$ cat src/rtl/uart_pkg.sv
// Shared register-map constants for the UART Avalon controller.
package uart_pkg;

    typedef logic [1:0] reg_addr_t;

    localparam reg_addr_t ADDR_DATA   = 2'd0;
    localparam reg_addr_t ADDR_STATUS = 2'd1;
    localparam reg_addr_t ADDR_BAUD   = 2'd2;
    localparam reg_addr_t ADDR_IRQ_EN = 2'd3;

    localparam int STAT_RX_NONEMPTY = 0;
    localparam int STAT_TX_FULL     = 1;
    localparam int STAT_TX_EMPTY    = 2;
    localparam int STAT_RX_OVERRUN  = 3;
    localparam int STAT_TX_DROP     = 4;

    localparam int IE_RX       = 0;
    localparam int IE_TX_EMPTY = 1;

    localparam logic [15:0] BAUD_DIV_MIN = 16'd4;

endpackage

$ cat src/rtl/uart_avalon_ctrl_if.sv
// Avalon-MM slave bus bundle (no waitrequest, read latency 1).
interface uart_avalon_ctrl_if;
    import uart_pkg::*;

    reg_addr_t   address;
    logic        read;
    logic        write;
    logic [31:0] writedata;
    logic [31:0] readdata;

    modport master (output address, read, write, writedata, input readdata);
    modport slave  (input address, read, write, writedata, output readdata);

endinterface

$ cat src/rtl/uart_fifo.sv
// First-word-fall-through FIFO; push while full is accepted only alongside a pop.
module uart_fifo #(
    parameter int WIDTH = 8,
    parameter int DEPTH = 16
) (
    input  logic                     clk,
    input  logic                     reset,
    input  logic                     push,
    input  logic                     pop,
    input  logic [WIDTH-1:0]         din,
    output logic [WIDTH-1:0]         dout,
    output logic                     full,
    output logic                     empty,
    output logic [$clog2(DEPTH):0]   level
);
    localparam int AW = $clog2(DEPTH);

    logic [WIDTH-1:0] mem [DEPTH];
    logic [AW-1:0]    wr_ptr;
    logic [AW-1:0]    rd_ptr;
    logic             do_push;
    logic             do_pop;

    assign empty   = (level == '0);
    assign full    = (level == (AW+1)'(DEPTH));
    assign do_pop  = pop && !empty;
    assign do_push = push && (!full || do_pop);
    // Head is forced to zero when empty so the output is defined straight out of reset.
    assign dout    = empty ? '0 : mem[rd_ptr];

    always_ff @(posedge clk) begin
        if (reset) begin
            wr_ptr <= '0;
            rd_ptr <= '0;
            level  <= '0;
        end else begin
            if (do_push) begin
                mem[wr_ptr] <= din;
                wr_ptr      <= wr_ptr + 1'b1;
            end
            if (do_pop)
                rd_ptr <= rd_ptr + 1'b1;
            case ({do_push, do_pop})
                2'b10:   level <= level + 1'b1;
                2'b01:   level <= level - 1'b1;
                default: level <= level;
            endcase
        end
    end

endmodule

$ cat src/rtl/uart_avalon_ctrl.sv
// Avalon-MM register front end for uart_core: TX/RX FIFOs, baud divisor, flags and irq.
module uart_avalon_ctrl
    import uart_pkg::*;
#(
    parameter int          TX_DEPTH       = 16,
    parameter int          RX_DEPTH       = 16,
    parameter logic [15:0] BAUD_DIV_RESET = 16'd434
) (
    input  logic                     clk,
    input  logic                     reset,
    uart_avalon_ctrl_if.slave        bus,
    output logic                     irq,
    input  logic                     rx_ready,
    input  logic [7:0]               rx_data,
    output logic                     tx_valid,
    input  logic                     tx_ready,
    output logic [7:0]               tx_data,
    output logic [15:0]              baud_div
);
    localparam int TXL = $clog2(TX_DEPTH) + 1;
    localparam int RXL = $clog2(RX_DEPTH) + 1;

    logic           tx_full, tx_empty, rx_full, rx_empty;
    logic [TXL-1:0] tx_level;
    logic [RXL-1:0] rx_level;
    logic [7:0]     rx_head;
    logic           rx_overrun, tx_drop;
    logic [1:0]     irq_en;
    logic [31:0]    rd_mux;
    logic           wr_en, rd_en, tx_push, tx_pop, rx_pop, stat_wr;
    logic           unused_wdata;

    // A simultaneous read and write is treated as a write only.
    assign wr_en   = bus.write;
    assign rd_en   = bus.read && !bus.write;
    assign tx_push = wr_en && (bus.address == ADDR_DATA);
    assign tx_pop  = tx_valid && tx_ready;
    assign rx_pop  = rd_en && (bus.address == ADDR_DATA) && !rx_empty;
    assign stat_wr = wr_en && (bus.address == ADDR_STATUS);
    assign tx_valid = !tx_empty;
    assign unused_wdata = ^bus.writedata[31:16];

    uart_fifo #(.WIDTH(8), .DEPTH(TX_DEPTH)) u_tx_fifo (
        .clk(clk), .reset(reset), .push(tx_push), .pop(tx_pop),
        .din(bus.writedata[7:0]), .dout(tx_data),
        .full(tx_full), .empty(tx_empty), .level(tx_level)
    );

    uart_fifo #(.WIDTH(8), .DEPTH(RX_DEPTH)) u_rx_fifo (
        .clk(clk), .reset(reset), .push(rx_ready), .pop(rx_pop),
        .din(rx_data), .dout(rx_head),
        .full(rx_full), .empty(rx_empty), .level(rx_level)
    );

    always_comb begin
        rd_mux = '0;
        case (bus.address)
            ADDR_DATA:   rd_mux = rx_empty ? 32'd0 : {23'd0, 1'b1, rx_head};
            ADDR_STATUS: begin
                rd_mux[STAT_RX_NONEMPTY] = !rx_empty;
                rd_mux[STAT_TX_FULL]     = tx_full;
                rd_mux[STAT_TX_EMPTY]    = tx_empty;
                rd_mux[STAT_RX_OVERRUN]  = rx_overrun;
                rd_mux[STAT_TX_DROP]     = tx_drop;
                rd_mux[15:8]             = 8'(rx_level);
                rd_mux[23:16]            = 8'(tx_level);
            end
            ADDR_BAUD:   rd_mux = {16'd0, baud_div};
            default:     rd_mux = {30'd0, irq_en};
        endcase
    end

    always_ff @(posedge clk) begin
        if (reset) begin
            bus.readdata <= '0;
            irq          <= 1'b0;
            baud_div     <= BAUD_DIV_RESET;
            rx_overrun   <= 1'b0;
            tx_drop      <= 1'b0;
            irq_en       <= '0;
        end else begin
            if (rd_en)
                bus.readdata <= rd_mux;
            if (wr_en && bus.address == ADDR_BAUD && bus.writedata[15:0] >= BAUD_DIV_MIN)
                baud_div <= bus.writedata[15:0];
            if (wr_en && bus.address == ADDR_IRQ_EN)
                irq_en <= bus.writedata[1:0];
            // New error events take priority over a same-cycle W1C.
            if (rx_ready && rx_full && !rx_pop)
                rx_overrun <= 1'b1;
            else if (stat_wr && bus.writedata[STAT_RX_OVERRUN])
                rx_overrun <= 1'b0;
            if (tx_push && tx_full && !tx_pop)
                tx_drop <= 1'b1;
            else if (stat_wr && bus.writedata[STAT_TX_DROP])
                tx_drop <= 1'b0;
            irq <= (irq_en[IE_RX] && !rx_empty) || (irq_en[IE_TX_EMPTY] && tx_empty) || rx_overrun;
        end
    end

endmodule

$ cat src/flat_wrapper.sv
// flat-port wrapper written by rule: the top's interface ports become plain ports
module uart_avalon_ctrl_flat import uart_pkg::*;
#(
    parameter int          TX_DEPTH       = 16,
    parameter int          RX_DEPTH       = 16,
    parameter logic [15:0] BAUD_DIV_RESET = 16'd434
)
  (clk, reset, irq, rx_ready, rx_data, tx_valid, tx_ready, tx_data, baud_div, bus_address, bus_read, bus_write, bus_writedata, bus_readdata);
  uart_avalon_ctrl_if bus_i ();
  input  logic clk;
  input  logic reset;
  output logic irq;
  input  logic rx_ready;
  input  logic [7:0] rx_data;
  output logic tx_valid;
  input  logic tx_ready;
  output logic [7:0] tx_data;
  output logic [15:0] baud_div;
  input wire logic [$bits(bus_i.address)-1:0] bus_address;
  input wire logic [$bits(bus_i.read)-1:0] bus_read;
  input wire logic [$bits(bus_i.write)-1:0] bus_write;
  input wire logic [$bits(bus_i.writedata)-1:0] bus_writedata;
  output wire logic [$bits(bus_i.readdata)-1:0] bus_readdata;
  assign bus_i.address = bus_address;
  assign bus_i.read = bus_read;
  assign bus_i.write = bus_write;
  assign bus_i.writedata = bus_writedata;
  assign bus_readdata = bus_i.readdata;
  uart_avalon_ctrl #(.TX_DEPTH(TX_DEPTH), .RX_DEPTH(RX_DEPTH), .BAUD_DIV_RESET(BAUD_DIV_RESET)) u_core (.clk(clk), .reset(reset), .bus(bus_i), .irq(irq), .rx_ready(rx_ready), .rx_data(rx_data), .tx_valid(tx_valid), .tx_ready(tx_ready), .tx_data(tx_data), .baud_div(baud_div));
endmodule
$ cat config.mk
export PLATFORM = sky130hd
export DESIGN_NAME = uart_avalon_ctrl_flat
export DESIGN_NICKNAME = d
export VERILOG_FILES = /design/src/rtl/uart_pkg.sv /design/src/rtl/uart_avalon_ctrl_if.sv /design/src/rtl/uart_fifo.sv /design/src/rtl/uart_avalon_ctrl.sv /design/src/flat_wrapper.sv
export SDC_FILE = /design/constraint.sdc
export NUM_CORES = 1
export LEC_CHECK = 0
export BUFFER_PORTS_ARGS = -buffer_cell sky130_fd_sc_hd__buf_2
export CORE_ASPECT_RATIO = 0.8
export CORE_UTILIZATION = 50
export DETAILED_ROUTE_END_ITERATION = 10
export GPL_TIMING_DRIVEN = 0
export PLACE_DENSITY = 0.76
export SYNTH_ARGS = -nofsm -noshare
export SYNTH_HDL_FRONTEND = slang
export SYNTH_SLANG_ARGS = --single-unit
export TNS_END_PERCENT = 5
$ cat constraint.sdc
create_clock -name clk -period 4.6 [get_ports clk]
set_input_delay 0.23 -clock clk [delete_from_list [all_inputs] [get_ports clk]]
set_output_delay 0.23 -clock clk [all_outputs]
set_load 0.01 [all_outputs]
=== Yosys cells after proc, flatten, opt, wreduce, memory -nomap -nowiden ===
Memory sizes are Yosys's and may differ from the RTL's. A register that Yosys moved wholly into a read port is not among the register bits.
Index checks and enable logic that the tools add are counted.

* Register bits after elaboration: 79
* Bits in writable memories: 256
* Input port bits: 48
* Output and inout bits: 58
* Logic and storage cells: 93
* Memories kept: 2

{| class="wikitable"
|+ Memory list
! memory !! words !! width !! read ports !! clocked after memory_dff !! write ports !! RTL line !! source
|-
| u_core.u_rx_fifo.mem || 16 || 8 || 1 || 1 || 1 || uart_fifo.sv:18 || <nowiki>logic [WIDTH-1:0] mem [DEPTH];</nowiki>
|-
| u_core.u_tx_fifo.mem || 16 || 8 || 1 || 1 || 1 || uart_fifo.sv:18 ||
|}

* $add $sub $neg: 8
* Order comparisons: 1
* Equal/unequal tests: 9
* Multiplexer cells: 22
* Reductions and logical operators: 39

{| class="wikitable"
|+ Operators by type and width
! kind !! count
|-
| one-hot mux 16 bit (3 select lines) || 1
|-
| logical AND 1 bit || 21
|-
| one-hot mux 5 bit (2 select lines) || 2
|-
| adder 4 x 1 -> 4 bit, second input constant || 4
|-
| greater-or-equal comparator 16 x 3 -> 1 bit, second input constant || 1
|-
| 2-to-1 mux 4 bit || 4
|-
| 2-to-1 mux 8 bit || 2
|-
| one-hot mux 5 bit (3 select lines) || 1
|-
| adder 5 x 1 -> 5 bit, second input constant || 2
|-
| == test 5 bit, second input constant || 2
|-
| logical NOT 5 bit || 2
|-
| 2-to-1 mux 1 bit || 10
|-
| subtractor 5 x 1 -> 5 bit, second input constant || 2
|-
| 2-to-1 mux 9 bit || 1
|-
| == test 2 bit, second input constant || 4
|-
| nonzero test 2 bit || 4
|-
| logical NOT 1 bit || 7
|-
| == test 2 x 1 -> 1 bit, second input constant || 3
|-
| one-hot mux 3 bit (2 select lines) || 1
|-
| logical OR 1 bit || 4
|-
| logical NOT 2 bit || 1
|}

=== Depth between registers and ports, before layout ===
Gate-level depths: netlist of the first run.

* Word-level depth: 10
* Gate-level depth with buffers: 11
* Gate-level depth less buffers: 10

=== Modules after synthesis ===
From an unflattened synthesis of the first run, not the netlist that was laid out.

* Cell total of the unflattened synthesis: 888
* Area total of the unflattened synthesis: 13798.2 um^2

{| class="wikitable"
|+ Modules (own cells, without submodules)
! module !! times used !! cells an instance !! area an instance (um^2) !! sequential area each (um^2)
|-
| uart_fifo || 2 || 334 || 5928.2 || 4184.0
|-
| uart_avalon_ctrl || 1 || 220 || 1941.9 || 840.8
|}

=== Worst setup path after synthesis of the first run ===
OpenSTA, ideal clock, no wires.

* Kind: register to register
* From: reg u_core.u_tx_fifo.level[1]
* To: reg u_core.u_tx_fifo.level[4]
* Library setup time: 128 ps
* Data arrival time: 2414 ps
* Data required time: 4472 ps
* Setup slack: 2059 ps
* Cell stages (with the launch flop): 12
* Path buffers: 1
* Cell sequence: dfxtp_1 -> clkbuf_1 -> or4_1 -> nor2_2 -> nor2_1 -> xor2_1 -> ha_1 -> o31ai_1 -> nand2b_1 -> o32a_1 -> xnor2_1 -> nor2_1

* Word-level cells in the longest chain between the ends: 8
* Elaborated cells on any way between the ends: 14
* Classes of those cells: add/sub (2); eq/ne (3); mux (1); reduce/logical (8)

{| class="wikitable"
|+ RTL lines
! what !! RTL line !! source
|-
| start: declaration || uart_fifo.sv:14 || <nowiki>output logic [$clog2(DEPTH):0] level</nowiki>
|-
| start signal: assignment || uart_fifo.sv:44 || <nowiki>2'b10: level <= level + 1'b1;</nowiki>
|-
| start signal: assignment || uart_fifo.sv:45 || <nowiki>2'b01: level <= level - 1'b1;</nowiki>
|-
| start signal: assignment || uart_fifo.sv:46 || <nowiki>default: level <= level;</nowiki>
|-
| logical NOT 5 bit || uart_fifo.sv:24 || <nowiki>assign empty = (level == '0);</nowiki>
|-
| logical NOT 1 bit || uart_fifo.sv:26, uart_avalon_ctrl.sv:40 ||
|-
| logical AND 1 bit || uart_avalon_ctrl.sv:37 || <nowiki>assign tx_pop = tx_valid && tx_ready;</nowiki>
|-
| logical AND 1 bit || uart_fifo.sv:26 || <nowiki>assign do_pop = pop && !empty;</nowiki>
|-
| logical OR 1 bit || uart_fifo.sv:27 || <nowiki>assign do_push = push && (!full || do_pop);</nowiki>
|-
| logical AND 1 bit || uart_fifo.sv:27 ||
|-
| == test 2 x 1 -> 1 bit / == test 2 bit (equally long branches) || uart_fifo.sv:43 || <nowiki>case ({do_push, do_pop})</nowiki>
|-
| one-hot mux 5 bit (2 select lines) / nonzero test 2 bit (equally long branches) || - ||
|}

Parallel ways exist; a longest one is shown, timed or not.
A chain may end at the register's enable or synchronous reset.

==> results of run 1 <==
==> kinds of logic after synthesis <==
group                      Yosys count  share of synthesized area (%)
DFF                                332                          68.70
and+or+nand+nor                    190                          6.571
muxes                              107                          14.85
AOI/OAI and AO/OA                   76                          4.565
buffers and inverters               72                          2.698
xor gates and xnor gates            21                          1.372
adders and majority gates           13                          1.214
other                                1                        0.02798
==> worst max path at each step <==
| stage | start | to | slack (ps) | cells past startpoint |
|---|---|---|---|---|
| 2_1_floorplan | u_core.u_tx_fifo.level[1]$_SDFFE_PP0P_ | u_core.u_tx_fifo.level[4]$_SDFFE_PP0P_ | 2060 | 11 |
| 4_1_cts | flip-flop | tx_data[2] | 1260 | 6 |
| 3_3_place_gp | bus_address[1] | u_core.u_tx_fifo.mem[0][6]$_DFFE_PP_ | 1230 | 6 |
| 5_1_grt | flip-flop | tx_data[2] | 1180 | 6 |
| 6_report | flip-flop | tx_data[2] | 1330 | 6 |
| 3_5_place_dp | bus_address[1] | u_core.u_tx_fifo.mem[0][3]$_DFFE_PP_ | 1720 | 6 |
==> metrics by stage <==
stage	hold WS, ps	util (%)	std cells
floorplan	328.9	-	822
global placement	468.7	54.20	1255
detailed placement	470.2	54.28	1255
CTS	3.645	58.84	1320
global route	34.36	58.84	1320
finish	12.53	58.85	1321
==> layer usage <==
| metal | track usage, % | share of wire (%) | vias to the layer above |
|---|---|---|---|
| li1 | - | - | 3393 |
| met1 | 35.06 | 43 | 3911 |
| met2 | 33.44 | 44 | 432 |
| met3 | 4.971 | 10 | 64 |
| met4 | 6.529 | 2.7 | 2 |
| met5 | 0 | 0.032 | - |
==> layout make-up <==
class / instances / area, um2 / share of cell area [%]
antenna: 1 / 2.502 / 0.01615
buffer: 57 / 305.3 / 1.970
clock buffer: 47 / 1010 / 6.517
clock inverter: 11 / 122.6 / 0.7914
inverter: 15 / 56.30 / 0.3634
multi-input combinational: 418 / 3891 / 25.12
sequential: 332 / 9209 / 59.44
tap: 357 / 446.7 / 2.883
timing repair buffer: 83 / 450.4 / 2.907
==> synthesized netlist by cell type, drive strengths merged (2+ instances only) <==
library cell    n  share of area, %
a211o           6              0.39
a211oi          3              0.26
a21oi          14              0.63
a221oi          9              0.63
a22oi          10              0.56
a31oi           7              0.44
and2            9              0.42
buf            28               1.5
clkbuf         29              0.81
dfxtp          76                11
edfxtp        256                57
ha             13               1.2
inv            15              0.42
mux2            3              0.25
mux2i          32               2.4
mux4           72                12
nand2          27              0.77
nand2b          5              0.23
nand3           8              0.30
nand3b          2              0.11
nand4           5              0.23
nor2          103               2.9
nor2b           4              0.19
nor3           11              0.41
nor4            5              0.35
o211a           5              0.37
o21ai           6              0.22
o221ai          5              0.33
o41ai           2              0.13
or3             2             0.093
or3b            2              0.13
xnor2           9              0.59
xor2           12              0.78
==> report_power, final <==
group	total, uW	leakage [uW]	internal (uW)	switching, uW
registers	3340	0.00292	3280	57.5
clock network	2710	0.000558	1590	1120
logic	942	0.00187	401	541
total	6990	0.00535	5280	1720
==> flip-flops by register name (all words and copies together) (netlist names), named ones only <==
name	flops
u_core.bus.readdata	21
u_core.u_tx_fifo.rd_ptr	4
u_core.u_rx_fifo.level	5
u_core.irq_en	2
u_core.u_rx_fifo.wr_ptr	4
u_core.u_rx_fifo.mem	128
u_core.u_tx_fifo.mem	128
u_core.rx_overrun	1
u_core.u_rx_fifo.rd_ptr	4
u_core.baud_div	16
u_core.u_tx_fifo.level	5
u_core.tx_drop	1
u_core.irq	1
u_core.u_tx_fifo.wr_ptr	4
==> worst max-delay path, stage by stage (launching register included) <==
cell	delay [ps]
dfxtp_1	330
clkbuf_1	310
buf_2	440
mux4_2	580
mux4_2	490
and2_1	190
buf_2	140
==> timing repair <==
action | CTS | global route
setup buffers | 0 | 0
endpoints found under the hold margin | 7 | 0
endpoints found under the setup margin | 0 | 0
hold buffers | 7 | 0
==> out/results.txt, run 1 <==
Status: finished, final reports clean
Most frequent cells in the layout: edfxtp_1 (256), nor2_1 (102), buf_2 (85), dfxtp_1 (76), mux4_2 (68)
Final Cell Area: 15490 um2
Post-route total power: 6995 uW
FF-to-FF setup slack: 1630 ps
Fmax: 305.5 MHz
Leakage: 0.005346 uW
Remaining DRCs: 0
DP Worst Slack: 1718 ps
IO buf count: 76
Synthesized area: 13400 um2
Cells after synthesis: 812
Initial DRC Count: 1005
Net count, final: 999
Clk root buf: clkbuf_16
Final setup viols: 0
H-tree depth: 1
Worst Setup End Kind: output port
Worst-path clk slew: 70 ps
Starting density of the core: 50.91%
Peak supply drop: 303.6 uV
Vias in the first global route: 7355
Core Region: 26330 um2
Pin count of the biggest net entering global routing: 20
Hold Path End: u_core.u_tx_fifo.rd_ptr[1]$_SDFFE_PP0N_
Min-delay worst type: primary input to flip-flop
Post-CTS sizing: 0
PD cells: 451.5 nW/um2
Setup TNS: 0 ps
RSZ-0062 raised after global routing: false
R2R Path End: u_core.u_tx_fifo.level[4]$_SDFFE_PP0P_
Initial antenna violation count: 2
Area grow syn2layout: 15.59%
Min Clock Period, post-route: 3274 ps
Distinct cells, synth: 64
Warnings, synthesis: 0
Via count: 7802
Top_reg_cell synth: edfxtp_1
Dpl hpwl: 21260 um
Critical Path Fanout Max: 10
# fillers: 1945
Gr ovfl total: 0
Synthesis-stage register bit count: 332
Hold_sp: tx_ready
Post-synth EDFFs: 256
Final hold violations: 0
Post-detailed-route wirelength per cell: 23.72 um
Post-DR vias/cell: 5.906
Routability congestion estimate: 0.8987
Rows: 53
Total wire length: 31330 um
CTS Buf Count: 31
Commonest non-fill, non-tap cell in the layout: edfxtp_1
Max-cap viol count: 0
Synth async-reset ratio: 0%
Slew of the pin with the lowest slew margin: 1247 ps
Final period utilization: 71.16%
Initial DRT Pass Iterations: 6
Max-slew headroom: 16.55%
Placement Cell Area: 14290 um2
Detail Route Antenna Nets: 0
GR Util All Layers: 23.03%
Worst Skew: 24.24 ps
First-pass GRT wire length: 45640 um
Worst r2r src: u_core.u_tx_fifo.level[1]$_SDFFE_PP0P_
Pins Over Slew Limit: 0
Bufs on Longest Clock Path: 3
Clk sinks: 332
Synthesized area per cell: 16.51 um2
IO Count: 106
Seq/Total Area, Yosys: 68.70%
Die width: 185.1 um
Layout cell share with drive strength beyond 1: 25.34%
Crit start category: flip-flop
Worst setup path class: flip-flop to output port
Clock latency on the worst-skew pair: 570 ps
Worst EP required: 4370 ps
Worst Hold Depth: 3
CTS tree: yes
Die area: 27470 um2
Post-route worst setup slack: 1326 ps
Critical Path AT: 3040 ps
R2R depth: 11
Die Y: 148.4 um
No activity file was read; power rests on OpenSTA's default activity.
==> run 2: changes to the inputs <==
clock period = 3.2 ns   (was 4.6 ns; I/O delays follow)
==> out/results.txt, run 2 (synthesis gave the netlist of run 1 again) <==
Status: finished, final reports clean
Clock latency on the worst-skew pair: 570 ps
Routability congestion estimate: 0.8987
Final hold violations: 0
Layout Cells excl Fill: 1333
Cell Count Post-Placement: 1255
Setup bufs post-CTS: 0
Pins Over Slew Limit: 0
Post-detailed-route wirelength per cell: 23.64 um
Remaining DRCs: 0
Worst path most repeated cell: mux4_2
CTS Buf Count: 31
Critical Path Fanout Max: 10
Via count: 7836
Bufs on Longest Clock Path: 3
Switching share of total power: 24.55%
Total wire length: 31520 um
Min-delay worst type: primary input to flip-flop
Worst setup path class: flip-flop to output port
Die width: 185.1 um
Fmax: 329.1 MHz
Final setup viols: 0
R2R depth: 11
PD cells: 644.9 nW/um2
Max-slew headroom: 13.06%
Placement Cell Area: 14290 um2
Worst path max stage delay: 560 ps
First-pass GRT wire length: 45930 um
Sequential cell area: 9209 um2
Leakage: 0.005403 uW
Die area: 27470 um2
# fillers: 1930
Max-cap viol count: 0
Worst EP required: 3040 ps
Peak supply drop: 419.3 uV
Clk root buf: clkbuf_16
Sequential Power Share: 47.7%
Starting density of the core: 50.91%
Dpl hpwl: 21260 um
IO Count: 106
Setup TNS: 0 ps
Initial DRC Count: 968
Pin count of the biggest net entering global routing: 20
Slew of the pin with the lowest slew margin: 1299 ps
IO buf count: 76
Worst Skew: 21.50 ps
Critical Path AT: 2880 ps
Layout cell share with drive strength beyond 1: 25.03%
Hold WS: 10.75 ps
Worst-path clk slew: 70 ps
Internal power: 7606 uW
Rows: 53
Initial DRT Pass Iterations: 5
Clk pwr share: 38.6%
Final Cell Area: 15630 um2
Footprint of the multi-input gates: 3896 um2
Vias in the first global route: 7437
CTS tree: yes
Worst Hold Depth: 1
Commonest non-fill, non-tap cell in the layout: edfxtp_1
Clk sinks: 332
Net count, final: 1011
Worst Setup End Kind: output port
Gr ovfl total: 0
Final period utilization: 94.95%
Detail Route Antenna Nets: 0
Post-DR vias/cell: 5.878
Crit start category: flip-flop
Gate power share: 13.6%
Switching power: 2475 uW
Crit-path slowest cell: clkbuf_1
Initial antenna violation count: 1
H-tree depth: 1
Core Region: 26330 um2
RSZ-0062 raised after global routing: false
Worst path cell trace: clkbuf_1 -> mux4_2 -> mux4_2 -> and2_1 -> buf_2
Largest registers: u_core.u_rx_fifo.mem x128, u_core.u_tx_fifo.mem x128, u_core.bus.readdata x21
Most frequent cells in the layout: edfxtp_1 (256), nor2_1 (102), buf_2 (82), dfxtp_1 (76), mux4_2 (68)
Die Y: 148.4 um
Area grow syn2layout: 16.62%
Min Clock Period, post-route: 3038 ps
GR Util All Layers: 23.15%
run 2: final timing paths:
check / startpoint / slack, ps / endpoint
worst min-delay path: bus_writedata[1] / 10 / u_core.u_tx_fifo.mem[10][1]$_DFFE_PP_
worst max register to register: u_core.u_tx_fifo.level[1]$_SDFFE_PP0P_ / 330 / u_core.u_tx_fifo.level[4]$_SDFFE_PP0P_
worst min register to register: u_core.bus.readdata[20]$_SDFFE_PP0P_ / 480 / u_core.bus.readdata[20]$_SDFFE_PP0P_
worst max-delay path: flip-flop / 160 / tx_data[2]
run 2: what timing repair did:
action,CTS,global route
endpoints found under the setup margin,6,4
endpoints found under the hold margin,151,0
hold buffers,20,0
resized for setup,3,1
run 2: final cells by class:
class / count / area share, %
well taps: 357 / 2.857
multi-input cells: 418 / 24.92
flip-flops and latches: 332 / 58.91
repair buffers: 96 / 3.714
diodes: 1 / 0.01601
clock inverters: 11 / 0.7844
inverters: 15 / 0.3602
clock buffers: 47 / 6.459
plain buffers: 56 / 1.977
run 2: worst max-delay path, delay by kind of cell, from the launching register on:
kind                   cells  cell delay [ps]
multiplexers               2              920
buffers and inverters      2              700
AND/OR/NAND/NOR            1              190
flip-flops                 1              490
run 2: power groups by stage:
stage                     clock (uW)  combinational [uW]  sequential (uW)
after floorplan                    0                 896             4870
after global placement             0                1300             4890
after detailed placement           0                1320             4890
after CTS                       3920                1360             4800
after global routing            4090                1480             4820
final                           3900                1370             4810
run 2: stage by stage:
stage	setup slack [ps]	util [%]	power, uW
finish	161.8	59.38	10080
global route	102.8	59.37	10390
CTS	50.46	59.37	10080
detailed placement	319.8	54.28	6214
global placement	-104.2	54.20	6187
floorplan	658.7	-	5770
run 2: routing by layer:
metal  vias up  global-route usage [%]  share of wire (%)
li1       3425                       -                  -
met1      3924                   35.28                 43
met5         -                       0                  0
met4         0                   6.612                2.5
met2       429                   33.53                 44
met3        58                   5.020                9.9
